===== config.mk =====
export PLATFORM = sky130hd
export DESIGN_NAME = uart_tx_ctrl
export DESIGN_NICKNAME = d
export VERILOG_FILES = /design/src/rtl/uart_pkg.sv /design/src/rtl/uart_bit_timer.sv /design/src/rtl/uart_tx_ctrl.sv
export SDC_FILE = /design/constraint.sdc
export NUM_CORES = 1
export LEC_CHECK = 0
export BUFFER_PORTS_ARGS = -buffer_cell sky130_fd_sc_hd__buf_2
export CORE_ASPECT_RATIO = 0.5
export CORE_UTILIZATION = 60
export DETAILED_ROUTE_END_ITERATION = 16
export PLACE_DENSITY = 0.8
export REMOVE_ABC_BUFFERS = 1
export SLEW_MARGIN = 20
export SYNTH_ARGS = -nofsm -noshare
export SYNTH_HDL_FRONTEND = slang
export SYNTH_SLANG_ARGS = --single-unit

===== constraint.sdc =====
create_clock -name Clock -period 4.6 [get_ports Clock]
set_input_delay 0.92 -clock Clock [delete_from_list [all_inputs] [get_ports Clock]]
set_output_delay 0.92 -clock Clock [all_outputs]
set_load 0.01 [all_outputs]

===== src/rtl/uart_pkg.sv =====
// Shared definitions for the UART transmit controller.
//   - tx_state_e   : controller state enumeration
//   - SIZE_*       : encoding of the Size input (data bits per frame)
//   - frame_cfg_t  : per-frame configuration captured when a word is loaded
//   - BAUD_W_DEF   : default width of the baud divisor
package uart_pkg;

  localparam int unsigned BAUD_W_DEF = 16;
  localparam int unsigned SIZE_W     = 2;
  localparam int unsigned BITCNT_W   = 3;
  localparam int unsigned DATA_W     = 8;

  // Size encoding: number of data bits is code + 5
  localparam logic [SIZE_W-1:0] SIZE_5 = 2'd0;
  localparam logic [SIZE_W-1:0] SIZE_6 = 2'd1;
  localparam logic [SIZE_W-1:0] SIZE_7 = 2'd2;
  localparam logic [SIZE_W-1:0] SIZE_8 = 2'd3;

  typedef enum logic [2:0] {
    ST_IDLE   = 3'd0,
    ST_LOAD   = 3'd1,
    ST_START  = 3'd2,
    ST_DATA   = 3'd3,
    ST_PARITY = 3'd4,
    ST_STOP   = 3'd5
  } tx_state_e;

  typedef struct packed {
    logic [SIZE_W-1:0] size;
    logic              parity_en;
    logic              parity_odd;
    logic              two_stop;
  } frame_cfg_t;

  // Index of the last data bit sent for a given Size code
  function automatic logic [BITCNT_W-1:0] last_bit_idx(input logic [SIZE_W-1:0] size);
    case (size)
      SIZE_5:  return 3'd4;
      SIZE_6:  return 3'd5;
      SIZE_7:  return 3'd6;
      SIZE_8:  return 3'd7;
      default: return 3'd7;
    endcase
  endfunction

endpackage


===== src/rtl/uart_bit_timer.sv =====
// Bit-period timer for the UART transmitter.
// Loads (period - 1) on load and counts down to zero, then holds.
//   clk, rst       : clock, synchronous active-high reset
//   load           : start a new bit period
//   period_m1      : cycles per bit minus one
//   bit_end_c      : current cycle is the last cycle of the bit
//   bit_penult_c   : current cycle is the second-to-last cycle of the bit
module uart_bit_timer
  import uart_pkg::*;
#(
  parameter int unsigned BAUD_W = BAUD_W_DEF
) (
  input  logic              clk,
  input  logic              rst,
  input  logic              load,
  input  logic [BAUD_W-1:0] period_m1,
  output logic              bit_end_c,
  output logic              bit_penult_c
);

  logic [BAUD_W-1:0] cnt_q;

  // Down-counter; parks at zero between bits
  always_ff @(posedge clk) begin
    if (rst) begin
      cnt_q <= '0;
    end else if (load) begin
      cnt_q <= period_m1;
    end else if (cnt_q != '0) begin
      cnt_q <= cnt_q - BAUD_W'(1);
    end
  end

  assign bit_end_c    = (cnt_q == '0);
  assign bit_penult_c = (cnt_q == BAUD_W'(1));

endmodule


===== src/rtl/uart_tx_ctrl.sv =====
// UART transmit controller: pops words from a TX FIFO and serialises them
// as start / 5..8 data bits (LSB first) / optional parity / 1 or 2 stop bits.
//   Clock, Reset        : clock, synchronous active-high reset
//   Enable              : transmitter enable (checked between frames only)
//   BaudDiv             : clock cycles per bit (0 and 1 behave as 2)
//   Size                : data bits code, 0..3 -> 5..8
//   ParityEn, ParityOdd : parity enable, odd/even select
//   TwoStop             : two stop bits when set
//   FifoEmpty, FifoData : TX FIFO status and head word (bit 8 ignored)
//   FifoRead            : registered pop strobe, high only in LOAD
//   Tx                  : registered serial line, idles high
//   Busy                : high in every state except IDLE
//   FrameDone           : high during the final cycle of the last stop bit
module uart_tx_ctrl
  import uart_pkg::*;
#(
  parameter int unsigned BAUD_W = BAUD_W_DEF
) (
  input  logic              Clock,
  input  logic              Reset,
  input  logic              Enable,
  input  logic [BAUD_W-1:0] BaudDiv,
  input  logic [1:0]        Size,
  input  logic              ParityEn,
  input  logic              ParityOdd,
  input  logic              TwoStop,
  input  logic              FifoEmpty,
  input  logic [8:0]        FifoData,
  output logic              FifoRead,
  output logic              Tx,
  output logic              Busy,
  output logic              FrameDone
);

  tx_state_e             state_q;
  logic [DATA_W-1:0]     shift_q;
  logic [BITCNT_W-1:0]   bit_idx_q;
  logic                  par_q;
  logic                  stop_left_q;
  frame_cfg_t            cfg_q;
  logic [BAUD_W-1:0]     baud_q;

  logic                  tmr_load_c;
  logic [BAUD_W-1:0]     tmr_period_c;
  logic                  bit_end_c;
  logic                  bit_penult_c;
  logic                  start_frame_c;

  // Only the low byte of the FIFO word is transmitted
  logic                  unused_fifo_msb;
  assign unused_fifo_msb = FifoData[8];

  // Cycles per bit minus one, with divisors below 2 clamped to 2
  function automatic logic [BAUD_W-1:0] period_m1(input logic [BAUD_W-1:0] div);
    return (div < BAUD_W'(2)) ? BAUD_W'(1) : div - BAUD_W'(1);
  endfunction

  assign start_frame_c = Enable & ~FifoEmpty;

  // The divisor is latched at the end of LOAD, so START takes it straight from the port
  assign tmr_period_c = period_m1((state_q == ST_LOAD) ? BaudDiv : baud_q);

  // Restart the timer at every bit boundary inside a frame
  always_comb begin
    tmr_load_c = 1'b0;
    case (state_q)
      ST_LOAD:                      tmr_load_c = 1'b1;
      ST_START, ST_DATA, ST_PARITY: tmr_load_c = bit_end_c;
      ST_STOP:                      tmr_load_c = bit_end_c & stop_left_q;
      default:                      tmr_load_c = 1'b0;
    endcase
  end

  uart_bit_timer #(
    .BAUD_W (BAUD_W)
  ) u_bit_timer (
    .clk          (Clock),
    .rst          (Reset),
    .load         (tmr_load_c),
    .period_m1    (tmr_period_c),
    .bit_end_c    (bit_end_c),
    .bit_penult_c (bit_penult_c)
  );

  // Frame sequencer with registered line, strobe and status outputs
  always_ff @(posedge Clock) begin
    if (Reset) begin
      state_q     <= ST_IDLE;
      shift_q     <= '0;
      bit_idx_q   <= '0;
      par_q       <= 1'b0;
      stop_left_q <= 1'b0;
      cfg_q       <= '0;
      baud_q      <= '0;
      Tx          <= 1'b1;
      FifoRead    <= 1'b0;
      Busy        <= 1'b0;
      FrameDone   <= 1'b0;
    end else begin
      FifoRead  <= 1'b0;
      FrameDone <= 1'b0;
      case (state_q)
        ST_IDLE: begin
          Tx <= 1'b1;
          if (start_frame_c) begin
            state_q  <= ST_LOAD;
            FifoRead <= 1'b1;
            Busy     <= 1'b1;
          end
        end

        ST_LOAD: begin
          shift_q          <= FifoData[DATA_W-1:0];
          cfg_q.size       <= Size;
          cfg_q.parity_en  <= ParityEn;
          cfg_q.parity_odd <= ParityOdd;
          cfg_q.two_stop   <= TwoStop;
          baud_q           <= BaudDiv;
          bit_idx_q        <= '0;
          par_q            <= 1'b0;
          stop_left_q      <= 1'b0;
          Tx               <= 1'b0;
          state_q          <= ST_START;
        end

        ST_START: begin
          if (bit_end_c) begin
            Tx        <= shift_q[0];
            par_q     <= shift_q[0];
            shift_q   <= {1'b0, shift_q[DATA_W-1:1]};
            bit_idx_q <= '0;
            state_q   <= ST_DATA;
          end
        end

        ST_DATA: begin
          if (bit_end_c) begin
            if (bit_idx_q == last_bit_idx(cfg_q.size)) begin
              if (cfg_q.parity_en) begin
                Tx      <= par_q ^ cfg_q.parity_odd;
                state_q <= ST_PARITY;
              end else begin
                Tx          <= 1'b1;
                stop_left_q <= cfg_q.two_stop;
                state_q     <= ST_STOP;
              end
            end else begin
              Tx        <= shift_q[0];
              par_q     <= par_q ^ shift_q[0];
              shift_q   <= {1'b0, shift_q[DATA_W-1:1]};
              bit_idx_q <= bit_idx_q + BITCNT_W'(1);
            end
          end
        end

        ST_PARITY: begin
          if (bit_end_c) begin
            Tx          <= 1'b1;
            stop_left_q <= cfg_q.two_stop;
            state_q     <= ST_STOP;
          end
        end

        ST_STOP: begin
          // Raise FrameDone so it lines up with the final stop cycle
          if (bit_penult_c && !stop_left_q) begin
            FrameDone <= 1'b1;
          end
          if (bit_end_c) begin
            if (stop_left_q) begin
              stop_left_q <= 1'b0;
            end else if (start_frame_c) begin
              state_q  <= ST_LOAD;
              FifoRead <= 1'b1;
            end else begin
              state_q <= ST_IDLE;
              Busy    <= 1'b0;
            end
          end
        end

        default: begin
          state_q <= ST_IDLE;
          Tx      <= 1'b1;
          Busy    <= 1'b0;
        end
      endcase
    end
  end

endmodule


== Yosys cells after proc, flatten, opt, wreduce, memory -nomap -nowiden ==
Cells that the tools add are included.

* Memory bits (writable): 0
* Bits in registers: 57
* Output and inout bits: 4
* Bits in latches: 0
* Memories: 0
* Logic and storage cells: 115
* Input port bits: 34
* ROM bits: 0

* Order comparisons: 1
* $add $sub $neg: 3
* Multipliers: 0
* Divide/modulo/power cells: 0
* Bitwise gates (word level): 7
* Shift operators: 0
* Equality and inequality tests: 20
* Multiplexer cells: 52
* Reduce and logical (&&, ||, !) cells: 17

{| class="wikitable"
|+ Operator list
! kind !! number
|-
| 2-to-1 mux 16 bit || 4
|-
| 2-to-1 mux 3 bit || 13
|-
| subtractor 16 x 1 -> 16 bit (second input constant) || 2
|-
| 2-to-1 mux 8 bit || 3
|-
| one-hot mux 8 bit (3 select lines) || 1
|-
| 2-to-1 mux 1 bit || 22
|-
| != test 2 bit (second input constant) || 10
|-
| one-hot mux 3 bit (6 select lines) || 1
|-
| == test 16 x 1 -> 1 bit (second input constant) || 1
|-
| logical NOT 16 bit || 1
|-
| less-than comparator 16 x 2 -> 1 bit (second input constant) || 1
|-
| nonzero test 16 bit || 1
|-
| one-hot mux 3 bit (4 select lines) || 1
|-
| one-hot mux 1 bit (3 select lines) || 3
|-
| one-hot mux 3 bit (3 select lines) || 1
|-
| AND reduction 4 bit || 2
|-
| AND reduction 7 bit || 1
|-
| == test 3 x 2 -> 1 bit (second input constant) || 2
|-
| == test 3 bit (second input constant) || 2
|-
| AND reduction 6 bit || 1
|-
| one-hot mux 1 bit (5 select lines) || 1
|-
| AND reduction 5 bit || 1
|-
| == test 2 bit (second input constant) || 2
|-
| one-hot mux 1 bit (4 select lines) || 1
|-
| 18 further kinds || 22
|}

== Longest topological paths before layout ==
Gate-level depths: netlist of run 1.

* Depth after elaboration: 9
* Gate-level depth with buffers: 11
* Depth with buffers taken out: 9

== By module ==
A second synthesis of run 1 with hierarchy kept.

* Cell total of the unflattened synthesis: 422
* Area total of the unflattened synthesis: 3448.3 sq um

{| class="wikitable"
|+ Modules (own cells, without submodules)
! module !! seq. area each (sq um) !! area an instance (sq um) !! cells an instance !! times used
|-
| uart_tx_ctrl || 820.8 || 2476.1 || 311 || 1
|-
| uart_bit_timer || 320.3 || 972.2 || 111 || 1
|}

== Worst setup path after synthesis of run 1 ==
Ideal clock, no wire load.

* Kind: reg2reg
* Start: reg state_q[1]
* End: reg u_bit_timer.cnt_q[10]
* Path slack: 1.768 ns
* Cell stages (with the launch flop): 12
* Setup time: 0.077 ns
* Required time: 4.523 ns
* Data arrival time: 2.756 ns
* Path buffers: 2
* Clock period less this slack: 2.832 ns
* Cells stage by stage: dfxtp_1 > nor3b_2 > buf_4 > buf_2 > mux2i_1 > ha_1 > nor3b_1 > mux2i_1 > nor4b_2 > xor2_1 > mux2i_1 > o22ai_1

* Longest elaborated chain between the ends: 5
* Elaborated cells on any way between the ends: 13
* Those cells by class: add/sub (1); order compare (1); eq/ne (5); mux (4); reduce/logical (2)

{| class="wikitable"
|+ Ends and longest elaborated chain
! item !! RTL line !! source
|-
| start: declaration || uart_tx_ctrl.sv:35 || <nowiki>tx_state_e state_q;</nowiki>
|-
| start signal: assignment || uart_tx_ctrl.sv:88 || <nowiki>state_q <= ST_IDLE;</nowiki>
|-
| start signal: assignment || uart_tx_ctrl.sv:106 || <nowiki>state_q <= ST_LOAD;</nowiki>
|-
| start signal: assignment || uart_tx_ctrl.sv:123 || <nowiki>state_q <= ST_START;</nowiki>
|-
| == test 3 x 1 -> 1 bit || uart_tx_ctrl.sv:61, uart_tx_ctrl.sv:66 ||
|-
| 2-to-1 mux 16 bit || - ||
|-
| subtractor 16 x 1 -> 16 bit or less-than comparator 16 x 2 -> 1 bit (tied branches) || uart_tx_ctrl.sv:55 || <nowiki>return (div < BAUD_W'(2)) ? BAUD_W'(1) : div - BAUD_W'(1);</nowiki>
|-
| 2-to-1 mux 16 bit || uart_tx_ctrl.sv:55 ||
|-
| 2-to-1 mux 16 bit || uart_bit_timer.sv:27 || <nowiki>end else if (load) begin</nowiki>
|-
| end signal: assignment || uart_bit_timer.sv:28 || <nowiki>cnt_q <= period_m1;</nowiki>
|-
| end signal: assignment || uart_bit_timer.sv:30 || <nowiki>cnt_q <= cnt_q - BAUD_W'(1);</nowiki>
|-
| end: declaration || uart_bit_timer.sv:21 || <nowiki>logic [BAUD_W-1:0] cnt_q;</nowiki>
|}

Parallel ways exist; a longest one is shown, timed or not.
A chain may end at the register's enable or synchronous reset.

== Worst setup path after layout of run 1 ==
* Start: reg state_q[2]
* End: reg u_bit_timer.cnt_q[6]

Same word-level chain as after synthesis.

==> flow_summary.json, run 1 <==
{
  "status": "finished, final reports clean",
  "fin_ws_ps": 1600,
  "timing.rr.start": "state_q[2]",
  "initial_core_util": 0.652,
  "async_flop_share": 0,
  "wire_per_inst_microns": 15.4,
  "slew_violations": 0,
  "placed_cells": 500,
  "worstPathRequired_ps": 4850,
  "hold_path.class": "flop to flop",
  "cp-start-kind": "flop",
  "route.vias.total": 3141,
  "r2r_cells": 9,
  "first_iter_violations": 307,
  "path_max_fanout": 24,
  "cellLeakagePower_nw": 1.50,
  "critPathArrivalTime_ps": 3250,
  "worstSetupPathType": "flop to flop",
  "power_density_nw_per_um2": 607,
  "synthTopCellsByCount": "dfxtp_1 (57), nor2_1 (48), nand2_1 (46)",
  "total_power_w": 0.00227,
  "grt_remaining_overflow": 0,
  "nFillCells": 413,
  "cts_made_buffers": 9,
  "clk_path_buf_depth": 2,
  "rsz0062_at_grt": "no",
  "wl_microns": 7930,
  "cts_resized": 0,
  "postSynthAreaPerCell_sq_um": 8.08,
  "area_growth_pct": 11.2,
  "postCtsSetupBuffers": 0,
  "die-area_sq_um": 5920,
  "stdcell_count": 516,
  "seq_area_sq_um": 1140,
  "syn_inst": 416,
  "track_usage": 0.296,
  "io_buffers": 36,
  "timing.final.crit_share": 0.653,
  "yosys_warnings": 0,
  "core_sq_um": 5160,
  "rrSetupSlack_ps": 1600,
  "grt_max_degree": 49,
  "synth-edff-count": 0,
  "globalplace.congestion": 0.860,
  "diodes": 0,
  "synth.most_common_cell": "dfxtp_1",
  "reg2reg_to": "u_bit_timer.cnt_q[6]",
  "htreeDepth": 3,
  "hold_viol": 0,
  "antenna_left": 0,
  "grt_pass1_wl_microns": 13100,
  "drc_errors": 0,
  "yosys.cell_types.count": 59,
  "ctsHoldBuffers": 0,
  "syn_area_sq_um": 3360,
  "holdPathEnd": "cfg_q[0]",
  "grt_pass1_vias": 2830,
  "layout-drive-gt1-share": 0.143,
  "slew_headroom": 0.415,
  "drv_cap": 0,
  "synth_top_area_frac": 0.340,
  "cp-end-kind": "flop",
  "finalSetupViolCount": 0,
  "netlist_top_cells_area": "dfxtp_1 (34%), mux2i_1 (6.6%), nor2_1 (5.4%)",
  "synth_seq_cells": 57,
  "grt_antenna_before_repair": 0,
  "tritoncts": "done",
  "vdd_drop_max_mv": 0.289,
  "fp.dieH_microns": 54.9,
  "cts.sinks": 57,
  "holdPathStages": 2,
  "die_w_microns": 108,
  "tightest_slew_ps": 877,
  "worstHoldStart": "cfg_q[0]",
  "final_core_util": 0.724,
  "multiInputGateArea_sq_um": 2090,
  "vias_per_cell": 6.09,
  "nets": 480,
  "dp_slack_ps": 1670,
  "setup_tns_ps": 0,
  "hpwl_microns": 5480,
  "rows": 18,
  "timing.fmax_ghz": 0.333,
  "fin_skew_ps": 7.34,
  "synth.yosys.seq_area_share": 0.340,
  "clkLatencyLatePin_ps": 340,
  "first_pass_iters": 5,
  "cts-root-buf": "clkbuf_8",
  "io_pins": 38,
  "synth_flop_cell": "dfxtp_1",
  "period_needed_ps": 3000,
  "clk_pin_slew_ps": 60,
  "yosys.area.top_type": "dfxtp_1"
}
## placed cells by master (no fill, tap or decap), types with 5 or more instances in the layout
| cell | n |
|---|---|
| dfxtp_1 | 57 |
| nor2_1 | 48 |
| nand2_1 | 46 |
| buf_2 | 36 |
| a21oi_1 | 33 |
| mux2i_1 | 22 |
| nor3_1 | 21 |
| xnor2_1 | 20 |
| clkbuf_8 | 13 |
| xor2_1 | 12 |
| nand3_1 | 10 |
| a31oi_1 | 9 |
| o21ai_0 | 9 |
| a311oi_1 | 9 |
| nor4_1 | 7 |
| nor2b_1 | 7 |
| nand2b_1 | 7 |
| inv_1 | 6 |
| o22ai_1 | 5 |
| ha_1 | 5 |
## cell type report
class | instances | area share
multi-input combinational | 327 | 0.558
sequential | 57 | 0.305
timing repair buffer | 39 | 0.0543
clock buffer | 14 | 0.0489
tap | 70 | 0.0234
inverter | 7 | 0.00703
clock inverter | 2 | 0.00268
## layer usage
layer / GRT usage / wire length [microns]
met3: 0.0913 / 510
met5: 0 / 0
met2: 0.515 / 3650
met4: 0.105 / 90
met1: 0.358 / 3680
## power breakdown
part	leakage (nW)	switching, W	internal, W
registers	0.468	0.000126	0.000611
clock network	0.102	0.000193	0.000253
logic	0.927	0.000634	0.000453
total	1.50	0.000953	0.00132
## flip-flops by register name, indices dropped and copies added, names as in the netlist
register           count
par_q                  1
FifoRead               1
Busy                   1
state_q                3
Tx                     1
bit_idx_q              3
baud_q                16
stop_left_q            1
cfg_q                  5
shift_q                8
u_bit_timer.cnt_q     16
FrameDone              1
## worst max-delay path: stages, from the launching register on
cell and delay [ps]:
dfxtp_1 850, nor3b_4 120, mux2i_1 220, ha_1 310, nor3b_1 160, mux2i_1 520
inv_1 150, a31oi_1 180, o21ai_0 150, a211oi_1 250
## how the worst max path moves through the flow
stage | start | to | slack (ps) | cells after the start
2_1_floorplan | state_q[1] | u_bit_timer.cnt_q[6] | 820 | 9
4_1_cts | state_q[2] | u_bit_timer.cnt_q[6] | 1630 | 9
5_1_grt | state_q[1] | u_bit_timer.cnt_q[10] | 1410 | 9
3_3_place_gp | BaudDiv[1] | u_bit_timer.cnt_q[6] | 1690 | 9
6_report | state_q[2] | u_bit_timer.cnt_q[6] | 1600 | 9
3_5_place_dp | BaudDiv[1] | u_bit_timer.cnt_q[6] | 1670 | 9
## cell families (layout without fill, tap and decap cells)
group           count (synthesis)  in the layout  share of synthesized area
compound gates                 90             90                      0.178
simple gates                  178            178                      0.274
xor+xnor                       32             32                     0.0834
flops                          57             57                      0.340
fa+ha+maj                       5              5                     0.0186
buf+inv                        32             62                     0.0417
mux                            22             22                     0.0655
## metrics by stage
| step | cell area (sq um) | hold WS, ps |
|---|---|---|
| 2_1_floorplan | 3250 | 430 |
| 3_3_place_gp | 3540 | 447 |
| 3_5_place_dp | 3540 | 447 |
| 4_1_cts | 3740 | 455 |
| 5_1_grt | 3740 | 472 |
| 6_report | 3740 | 456 |
Power figures use the tool's default switching activity.
==> inputs of run 2 (changes only) <==
--- a/config.mk
+++ b/config.mk
@@ -5,11 +5,12 @@
 export SDC_FILE = /design/constraint.sdc
 export NUM_CORES = 1
 export LEC_CHECK = 0
+export ABC_AREA = 1
 export BUFFER_PORTS_ARGS = -buffer_cell sky130_fd_sc_hd__buf_2
 export CORE_ASPECT_RATIO = 0.5
-export CORE_UTILIZATION = 60
+export CORE_UTILIZATION = 54
 export DETAILED_ROUTE_END_ITERATION = 16
-export PLACE_DENSITY = 0.8
+export PLACE_DENSITY = 0.75
 export REMOVE_ABC_BUFFERS = 1
 export SLEW_MARGIN = 20
 export SYNTH_ARGS = -nofsm -noshare
==> constraint.sdc (replaced) <==
create_clock -name Clock -period 2.7 [get_ports Clock]
set_input_delay 0.54 -clock Clock [delete_from_list [all_inputs] [get_ports Clock]]
set_output_delay 0.54 -clock Clock [all_outputs]
set_load 0.01 [all_outputs]
==> flow_summary.json, run 2 <==
{
  "syn_inst": 569,
  "route.vias.total": 3499,
  "die_w_microns": 119,
  "cts_made_buffers": 9,
  "reg.largest.list": "baud_q (16), u_bit_timer.cnt_q (16), shift_q (8)",
  "nFillCells": 610,
  "fin_skew_ps": 4.68,
  "grt_pass1_vias": 3151,
  "grt_pass1_wl_microns": 14000,
  "nets": 641,
  "die-area_sq_um": 7200,
  "grt_max_degree": 37,
  "setup_tns_ps": 0,
  "clk_pin_slew_ps": 50,
  "layout-drive-gt1-share": 0.189,
  "first_pass_iters": 4,
  "r2r_cells": 10,
  "timing.final.crit_share": 0.892,
  "synthTopCellsByCount": "nand2_1 (148), inv_1 (63), nor2_1 (61)",
  "first_iter_violations": 206,
  "io_buffers": 36,
  "track_usage": 0.251,
  "synth.most_common_cell": "nand2_1",
  "holdPathStages": 2,
  "io_pins": 38,
  "mostFrequentLayoutCells": "nand2_1 (148), inv_1 (63), nor2_1 (61), dfxtp_1 (57), nand3_1 (43)",
  "postCtsSetupBuffers": 0,
  "clk_path_buf_depth": 2,
  "globalplace.congestion": 0.925,
  "cts.sinks": 57,
  "ctsHoldBuffers": 0,
  "synth_top_area_frac": 0.309,
  "synth_seq_cells": 57,
  "cellLeakagePower_nw": 2.04,
  "finalSetupViolCount": 0,
  "power_density_nw_per_um2": 1310,
  "yosys.cell_types.count": 34,
  "drv_cap": 0,
  "worstPathRequired_ps": 2950,
  "grt_antenna_before_repair": 0,
  "final_common_cell": "nand2_1",
  "grt_remaining_overflow": 0,
  "cp-end-kind": "flop",
  "rsz0062_at_grt": "no",
  "diodes": 0,
  "tritoncts": "done",
  "synth-edff-count": 0,
  "core_sq_um": 6330,
  "cts_resized": 0,
  "period_needed_ps": 2410,
  "syn_area_sq_um": 3700,
  "hold_slack_ps": 450,
  "antenna_left": 0,
  "area_growth_pct": 12.2,
  "yosys_warnings": 0,
  "synth.yosys.seq_area_share": 0.309,
  "clkLatencyLatePin_ps": 330,
  "vdd_drop_max_mv": 0.732,
  "postSynthAreaPerCell_sq_um": 6.50,
  "hold_viol": 0,
  "wire_per_inst_microns": 11.9,
  "async_flop_share": 0,
  "htreeDepth": 3,
  "vias_per_cell": 5.03,
  "drc_errors": 0,
  "fp.dieH_microns": 60.5,
  "worstSetupPathType": "flop to flop",
  "critPathArrivalTime_ps": 2660,
  "synth_flop_cell": "dfxtp_1",
  "slew_headroom": 0.607,
  "status": "finished, final reports clean",
  "hold_path.class": "flop to flop",
  "yosys.area.top_type": "dfxtp_1",
  "slew_violations": 0,
  "tightest_slew_ps": 588,
  "cts-root-buf": "clkbuf_16",
  "cp-start-kind": "flop",
  "initial_core_util": 0.584,
  "wl_microns": 8240,
  "rows": 20,
  "path_max_fanout": 36,
  "hpwl_microns": 5940,
  "netlist_top_cells_area": "dfxtp_1 (31%), nand2_1 (15%), inv_1 (6.4%)",
  "timing.fmax_ghz": 0.415
}
run 2: changes by cell type in the layout (fill, tap and decap cells not counted), moves of 16 or more:
cell / previous run / this run
o21ai_0: 9 / 41
nand2_2: 0 / 20
nand2_1: 46 / 148
inv_1: 6 / 63
nand3_1: 10 / 43
mux2i_1: 22 / 0
xnor2_1: 20 / 4
run 2: cell families after synthesis:
kind of cell / count (synthesis) / share of synthesized area
compound gates: 90 / 0.129
fa+ha+maj: 5 / 0.0169
simple gates: 314 / 0.399
buf+inv: 91 / 0.118
flops: 57 / 0.309
xor+xnor: 12 / 0.0284
run 2: layout make-up:
cell class | count | area [sq um] | share of cell area
clock inverter | 3 | 15.0 | 0.00362
inverter | 70 | 270 | 0.0651
sequential | 57 | 1140 | 0.275
tap | 88 | 110 | 0.0265
clock buffer | 13 | 260 | 0.0627
timing repair buffer | 43 | 233 | 0.0561
multi-input combinational | 421 | 2120 | 0.511
run 2: critical path, cell delays in order (launching register included):
cell,delay [ps]
dfxtp_1,590
nand3_4,400
nand2_1,160
nand2_1,130
nand2_1,140
nor2_1,80
nand2_1,80
nor2_2,50
nor2_4,320
o21ai_0,200
a21oi_1,160
run 2: per-stage QoR:
| step | cells | worst slack (ps) | cell area, sq um | power (W) | utilization |
|---|---|---|---|---|---|
| 4_1_cts | 695 | 309 | 4150 | 0.00543 | 0.655 |
| 5_1_grt | 695 | 49.3 | 4150 | 0.00594 | 0.655 |
| 3_3_place_gp | 679 | 362 | 3870 | 0.00429 | 0.612 |
| 6_report | 695 | 292 | 4150 | 0.00543 | 0.655 |
| 3_5_place_dp | 679 | 332 | 3870 | 0.00435 | 0.612 |
| 2_1_floorplan | 548 | 657 | 3530 | 0.00369 | - |
run 2: path summary, 6_finish.rpt:
kind | start | endpoint | slack, ps
max | state_q[0] | u_bit_timer.cnt_q[7] | 290
min | shift_q[1] | shift_q[1] | 450
max reg2reg | state_q[0] | u_bit_timer.cnt_q[7] | 290
min reg2reg | shift_q[1] | shift_q[1] | 450
run 2: metal layers:
metal  routed length (microns)  GRT usage  vias up
li1                          -          -     1871
met4                        99     0.0814        0
met3                       474     0.0686       12
met5                         0          0        -
met2                      3650      0.433       73
met1                      4020      0.312     1543
run 2: where the power goes:
group / internal (W) / switching, W
clock: 0.000665 / 0.000380
sequential: 0.00114 / 0.000212
combinational: 0.00104 / 0.00199
